### config.mk
export PLATFORM = sky130hd
export DESIGN_NAME = serv_mem_seq
export DESIGN_NICKNAME = d
export VERILOG_FILES = /design/src/rtl/serv_mem_seq.sv
export SDC_FILE = /design/constraint.sdc
export NUM_CORES = 1
export LEC_CHECK = 0
export ABC_CLOCK_PERIOD_IN_PS = 2800
export CORE_UTILIZATION = 54
export CTS_CLUSTER_SIZE = 14
export DETAILED_ROUTE_END_ITERATION = 8
export GPL_TIMING_DRIVEN = 0
export PLACE_DENSITY_LB_ADDON = 0.3
export SLEW_MARGIN = 20
export SYNTH_ARGS = -nofsm -noshare
export SYNTH_HDL_FRONTEND = slang
export SYNTH_SLANG_ARGS = --single-unit
### constraint.sdc
create_clock -name i_clk -period 2.8 [get_ports i_clk]
set_input_delay 0.56 -clock i_clk [delete_from_list [all_inputs] [get_ports i_clk]]
set_output_delay 0.56 -clock i_clk [all_outputs]
set_load 0.01 [all_outputs]
### src/rtl/serv_mem_seq.sv
// rtl/serv_mem_seq.sv - sequencer for the SERV bit-serial load/store/shift buffer
module serv_mem_seq #(
  parameter bit MISALIGN_TRAP = 1'b1,
  parameter int BUS_TIMEOUT   = 255
) (
  input  logic       i_clk,
  input  logic       i_rst_n,
  input  logic       i_req,
  input  logic       i_shift_op,
  input  logic       i_store,
  input  logic [1:0] i_size,
  input  logic [1:0] i_lsb,
  input  logic       i_sh_done,
  input  logic       i_dbus_ack,
  output logic       o_init,
  output logic       o_en,
  output logic [4:0] o_cnt,
  output logic       o_cnt_done,
  output logic       o_byte_valid,
  output logic       o_load,
  output logic       o_dbus_cyc,
  output logic       o_dbus_we,
  output logic [3:0] o_dbus_sel,
  output logic       o_misalign,
  output logic       o_timeout,
  output logic       o_busy,
  output logic       o_done
);

  // A zero timeout still needs a one-bit counter to keep the datapath legal.
  localparam int TW = (BUS_TIMEOUT > 0) ? $clog2(BUS_TIMEOUT + 1) : 1;

  typedef enum logic [2:0] {
    S_IDLE,
    S_INIT,
    S_BUS,
    S_RUN,
    S_DONE
  } state_t;

  state_t        state;
  logic [4:0]    cnt;
  logic [TW-1:0] wait_cnt;
  logic          shift_q;
  logic          store_q;
  logic [1:0]    size_q;
  logic [1:0]    lsb_q;
  logic          cyc_q;
  logic          misalign_q;
  logic          timeout_q;

  logic [3:0]    sel;
  logic          misaligned;
  logic          wait_expired;
  logic [1:0]    lane;

  // Byte-lane select from the captured size and address offset.
  always_comb begin
    sel = 4'b1111;
    case (size_q)
      2'd0:    sel = 4'b0001 << lsb_q;
      2'd1:    sel = 4'b0011 << lsb_q;
      default: sel = 4'b1111;
    endcase
  end

  assign misaligned   = ((size_q == 2'd1) & lsb_q[0]) | (size_q[1] & (lsb_q != 2'd0));
  // The last permitted wait cycle is BUS_TIMEOUT-1; zero means wait forever.
  assign wait_expired = (BUS_TIMEOUT != 0) && (wait_cnt == TW'(BUS_TIMEOUT - 1));

  // Main sequencer: phase control, counters, bus request and status pulses.
  always_ff @(posedge i_clk or negedge i_rst_n) begin
    if (!i_rst_n) begin
      state      <= S_IDLE;
      cnt        <= 5'd0;
      wait_cnt   <= '0;
      shift_q    <= 1'b0;
      store_q    <= 1'b0;
      size_q     <= 2'd0;
      lsb_q      <= 2'd0;
      cyc_q      <= 1'b0;
      misalign_q <= 1'b0;
      timeout_q  <= 1'b0;
    end else begin
      misalign_q <= 1'b0;
      timeout_q  <= 1'b0;
      case (state)
        S_IDLE: begin
          if (i_req) begin
            shift_q <= i_shift_op;
            store_q <= i_store & ~i_shift_op;
            size_q  <= i_size;
            lsb_q   <= i_lsb;
            cnt     <= 5'd0;
            state   <= S_INIT;
          end
        end
        S_INIT: begin
          cnt <= cnt + 5'd1;
          if (cnt == 5'd31) begin
            if (shift_q) begin
              state <= S_RUN;
            end else if (MISALIGN_TRAP && misaligned) begin
              misalign_q <= 1'b1;
              state      <= S_DONE;
            end else begin
              cyc_q    <= 1'b1;
              wait_cnt <= '0;
              state    <= S_BUS;
            end
          end
        end
        S_BUS: begin
          wait_cnt <= wait_cnt + 1'b1;
          // Ack is checked first so a late ack beats an expiring timer.
          if (i_dbus_ack) begin
            cyc_q <= 1'b0;
            state <= store_q ? S_DONE : S_RUN;
          end else if (wait_expired) begin
            cyc_q     <= 1'b0;
            timeout_q <= 1'b1;
            state     <= S_DONE;
          end
        end
        S_RUN: begin
          cnt <= cnt + 5'd1;
          if (shift_q) begin
            if (i_sh_done) begin
              cnt   <= 5'd0;
              state <= S_DONE;
            end
          end else if (cnt == 5'd31) begin
            state <= S_DONE;
          end
        end
        S_DONE: begin
          state <= S_IDLE;
        end
        default: begin
          state <= S_IDLE;
        end
      endcase
    end
  end

  assign lane = cnt[4:3];

  // Decoded outputs; all qualified by state so they read zero in reset.
  always_comb begin
    o_init       = (state == S_INIT);
    o_en         = (state == S_INIT) | ((state == S_RUN) & ~(shift_q & i_sh_done));
    o_cnt        = cnt;
    o_cnt_done   = (cnt == 5'd31) & ((state == S_INIT) | (state == S_RUN));
    o_byte_valid = ((state == S_INIT) & store_q & ~shift_q & (lane >= lsb_q)) |
                   ((state == S_RUN) & ~shift_q &
                    ((lane == 2'd0) | ((lane == 2'd1) & (size_q != 2'd0)) | size_q[1]));
    o_load       = (state == S_BUS) & i_dbus_ack & ~store_q;
    o_dbus_cyc   = cyc_q;
    o_dbus_we    = cyc_q & store_q;
    o_dbus_sel   = cyc_q ? sel : 4'b0000;
    o_misalign   = misalign_q;
    o_timeout    = timeout_q;
    o_busy       = (state != S_IDLE);
    o_done       = (state == S_DONE);
  end

endmodule

After elaboration in Yosys (flattened, before gate mapping) --
Index checks and enable logic that the tools add are counted.
Operators by class: add/subtract/negate cells 2, multipliers 0, div/mod/pow operators 0, order comparisons 1, equal/unequal tests 15, shifts and indexed selects 2, multiplexer cells 34, bitwise logic cells 25, reductions and logical operators 13
Operator list (count):
- $mux W3 | 10
- $mux W8 | 3
- $pmux W8 S2 | 1
- $and A1 B1 Y1 | 15
- $mux W5 | 3
- $pmux W5 S3 | 1
- $mux W1 | 12
- $pmux W3 S4 | 1
- $reduce_and A5 Y1 | 2
- $ne A3 B3 Y1 const B | 3
- $add A8 B1 Y8 const B | 1
- $eq A8 B8 Y1 const B | 1
- $pmux W4 S2 | 1
- $eq A3 B2 Y1 const B | 2
- $ne A2 B2 Y1 const B | 3
- $or A1 B1 Y1 | 6
- $reduce_bool A2 Y1 | 3
- $reduce_bool A3 Y1 | 2
- $add A5 B1 Y5 const B | 1
- $eq A5 B5 Y1 const B | 1
- $eq A2 B1 Y1 const B | 2
- $logic_not A2 Y1 | 2
- $mux W4 | 1
- $not A1 Y1 | 4
- other kinds (10) | 11
Word-level totals: register bits 25, latch bits 0, memory bits (writable) 0, memory bits (read-only) 0, bits of input ports 11, output and inout port bits 20, memories 0

Longest topological paths before layout --
depth after elaboration 7, gate-level depth with buffers 7, depth with buffers taken out 7

Worst setup path after synthesis --
Ideal clock, no wire load.
path type flip-flop to output port, start register cnt[3], in the netlist o_cnt[3], end output o_byte_valid, arrival 1.562 ns, required time 2.240 ns, slack 0.678 ns, stages on the path, launching flop included 7, buffers on the path 0, cell sequence dfrtp_1 -> inv_1 -> ha_1 -> nand2b_1 -> a21oi_1 -> or3b_1 -> a211oi_1
Between the ends: cells in the longest elaborated chain, start to end 6, elaborated cells between the ends (all ways) 9
RTL lines:
- from (decl) | RTL line 42 | logic [4:0] cnt;
- from (signal assigned) | RTL line 99 | cnt <= cnt + 5'd1;
- from (signal assigned) | RTL line 126 | cnt <= cnt + 5'd1;
- $eq A2 B1 Y1 | RTL line 156 | ((lane == 2'd0) | ((lane == 2'd1) & (size_q != 2'd0)) | size_q[1]));
- $and A1 B1 Y1 | RTL line 156
- $or A1 B1 Y1 (2 in series) | RTL line 156
- $and A1 B1 Y1 | RTL line 155 | ((state == S_RUN) & ~shift_q &
- $or A1 B1 Y1 * | RTL line 154 | o_byte_valid = ((state == S_INIT) & store_q & ~shift_q & (lane >= lsb_q)) |
- to (decl) | RTL line 19 | output logic o_byte_valid,
Every way passes the cells marked *; elsewhere a longest branch is shown, timed or not.

Worst setup path in the final report --
start register state[2], end output o_en
Between the ends: cells in the longest elaborated chain, start to end 3, elaborated cells between the ends (all ways) 4
RTL lines:
- from (decl) | RTL line 41 | state_t state;
- from (signal assigned) | RTL line 118 | state <= store_q ? S_DONE : S_RUN;
- $eq A3 B2 Y1 | RTL line 151 | o_en = (state == S_INIT) | ((state == S_RUN) & ~(shift_q & i_sh_done));
- $and A1 B1 Y1 | RTL line 151
- $or A1 B1 Y1 * | RTL line 151
- to (decl) | RTL line 16 | output logic o_en,
Marked as above.

==> summary.md <==
| Metric | Value |
|---|---|
| Number of buffers created by CTS | `3` |
| Worst Path Required | `roughly 2.2 ns` |
| Post-Syn Area per Cell | `around 9.5 um2` |
| R2r setup slk | `0.65 ns` |
| Comb power frac | `between 50 and 60%` |
| Worst setup SP type | `flop` |
| Clock Tree Root | `clkbuf_4` |
| Internal power | `1.05 mW` |
| DP HPWL | `2370 um` |
| Yosys cell types | `44` |
| Die height | `54.6 um` |
| Synth Register Bits | `25` |
| Worst setup margin | `around 0.12 ns` |
| Syn Nets | `approximately 170` |
| Cell Pwr Density | `969 nW/um2` |
| Sequential element share of the synthesized area | `41.9%` |
| Min cycle time layout | `2.68 ns` |
| Share of cells above drive strength 1 | `11.5%` |
| Critical Path AT | `between 2 and 2.5 ns` |
| Post-synth EDFFs | `0` |
| Gpl congestion | `0.905` |
| ANT cells | `0` |
| Max-slew headroom | `61.9%` |
| Worst r2r src | `o_cnt[1]` |
| Fill cells | `just under 200` |
| Die Area | `2980 um2` |
| Number of nets in the layout | `210` |
| Max-slew violation count | `0` |
| Yosys warns | `0` |
| Worst-Skew Late Latency | `0.32 ns` |
| Status | `finished clean` |
| Measured slew at the worst slew-check pin | `0.571 ns` |
| Top_reg_cell synth | `dfrtp_1` |
| CTS Hold Bufs | `0` |
| TritonCTS clock tree | `built` |
| Core Area | `2540 um2` |
| Flop pwr share | `between 30 and 40%` |
| Residual DRC | `0` |
| Via density | `5.89` |
| Clock Sinks | `25` |
| Asr flop ratio synth | `100%` |
| Final wirelength | `3240 um` |
| Mapped Area | `1490 um2` |
| Vias in the first global route | `~1.1k` |
| Setup TNS | `0 ns` |
| Hold WC Path Type | `in -> async` |
| Clock Pin Slew Worst Setup and Hold Paths | `~0.14 ns` |
| R2R depth | `7` |
| Remaining global-route overflow | `0` |
| RSZ-0062 raised after global routing | `false` |
| Clock skew | `approximately 0.0028 ns` |
| Cell total after placement | `217` |
| CTS max path bufs | `2` |
| GR Util All Layers | `24.4%` |
| Reg2reg end | `wait_cnt[5]` |
| Clock power frac | `9.2%` |
| Sw power | `0.760 mW` |
| Fin. Hold Viols | `0` |
| # Max-Cap Violations | `0` |
| Std cell rows | `18` |
| CP Capture Type | `output pin` |
| CTS HTree Levels | `1` |
| Slowest stage cell on the critical path | `clkdlybuf4s50_1` |
| Iter 0 DRT Violations | `32` |
| Port Buffers | `30` |
| Non-filler cells, final | `222` |
| Dpl ws | `roughly 0.21 ns` |
| TritonRoute pass-1 iters | `4` |
| Gate Count Post-Synth | `157` |
| Switching share of power | `42.1%` |
| Starting Density | `58.7%` |
| Fin crit share | `between 90 and 100%` |
| CP peak stage delay | `0.61 ns` |
| Die width | `roughly 55 um` |
| Peak supply drop | `0.744 mV` |
| P&R area growth vs syn | `24.7%` |
| Routed length per placed instance | `14.6 um` |
| Largest net degree at the start of global routing | `26` |
| Top cell family by delay on the critical path | `buffers and inverters` |
| First-pass GRT wire length | `5180 um` |
| Final setup viols | `0` |
| Critical setup path kind | `reg -> out` |
| Antenna violations before repair | `0` |
| Ports | `31` |
| Via count | `1308` |
| Buf/Inv on CP | `2` |
| Critical path fanouts, max | `10` |
| Post-route ant nets | `0` |
| Critical-path cell list | `buf_2 -> nand2b_1 -> a31oi_2 -> clkdlybuf4s50_1` |
| Max Clock Freq | `374 MHz` |
| Leakage power | `between 0.8 and 0.9 nW` |
## cell type report
cell class                      instances  area (um2)  area share [%]
Sequential cell                        25         627            33.6
Clock buffer                            4        26.3            1.41
Multi-Input combinational cell        118         803            43.1
Buffer                                  6        37.5            2.01
Inverter                                8        30.0            1.61
Timing Repair Buffer                   31         302            16.2
Tap cell                               30        37.5            2.01
## power groups by stage
stage	Sequential [mW]	Combinational, mW	Clock [mW]
floorplan	0.595	0.658	0
global placement	0.605	0.992	0
detailed placement	0.616	1.02	0
CTS	0.607	1.03	0.168
global route	0.626	1.14	0.183
finish	0.606	1.03	0.166
## routing by layer
layer	vias to the layer above	wire length, um	GRT usage, %
met4	0	29	6.41
met2	42	1500	38.4
met1	622	1570	35.6
li1	639	-	-
met5	-	0	0
met3	5	137	2.50
## repair_timing
action / in CTS / in global routing
endpoints found under the setup margin: 1 / 1
resized for setup: 2 / 1
buffers inserted: 1 / 0
## cells in the mapped netlist (5+ instances only)
library cell	n	area share [%]
ha_1	6	5.0
nand2_1	10	2.5
nor2_1	12	3.0
o21ai_1	6	2.0
nand2b_1	5	2.1
nand3_1	7	2.3
dfrtp_1	25	42
inv_1	8	2.0
o21ai_0	5	1.7
a21oi_1	15	5.0
## kinds of logic after synthesis
logic type	Yosys count	synth area share (%)
flip-flops	25	41.9
XOR/XNOR	1	0.586
adder cells (fa/ha/maj)	6	5.02
AND/OR/NAND/NOR	58	21.6
buffers and inverters	14	4.52
AO/OA/AOI/OAI	43	19.2
multiplexers	10	7.20
## worst reg2reg max path, delay by kind of cell (launching register included)
family,cells,cell delay (ns)
AOI/OAI and AO/OA,2,0.38
adders and majority gates,2,0.44
DFF,1,0.42
and+or+nand+nor,3,0.84
## placed cells by master, fill, tap and decap left out, drive strengths merged, types with 6 or more instances in the layout
master,synthesis,routed
a21oi,15,15
buf,5,7
clkdlybuf4s50,0,28
dfrtp,25,25
ha,6,6
inv,8,8
mux2,6,6
nand2,10,10
nand3,7,7
nor2,12,12
o21ai,11,11
## state kept, by name, indices dropped and copies added, names as in the netlist
name / flops
store_q: 1
wait_cnt: 8
shift_q: 1
o_cnt: 5
o_dbus_cyc: 1
state: 3
o_misalign: 1
lsb_q: 2
size_q: 2
o_timeout: 1
## through the flow
stage | util [%] | hold WS (ns) | total power, mW | cell area, um2
global placement | 72.0 | 0.510 | 1.60 | 1830
detailed placement | 72.0 | 0.522 | 1.63 | 1830
floorplan | - | 0.264 | 1.25 | 1490
CTS | 73.3 | 0.541 | 1.81 | 1870
global route | 73.2 | 0.247 | 1.95 | 1860
finish | 73.2 | 0.211 | 1.81 | 1860
## worst max path at each step
stage | from | to | slack, ns | cells past startpoint
6_report | state[2] | o_en | 0.12 | 4
5_1_grt | state[2] | o_en | 0.02 | 4
4_1_cts | state[2] | o_en | 0.13 | 4
3_5_place_dp | o_cnt[3] | o_byte_valid | 0.21 | 7
3_3_place_gp | lsb_q[0] | o_byte_valid | 0.22 | 6
2_1_floorplan | o_cnt[3] | o_byte_valid | 0.68 | 6
No activity file was read; power rests on OpenSTA's default activity.
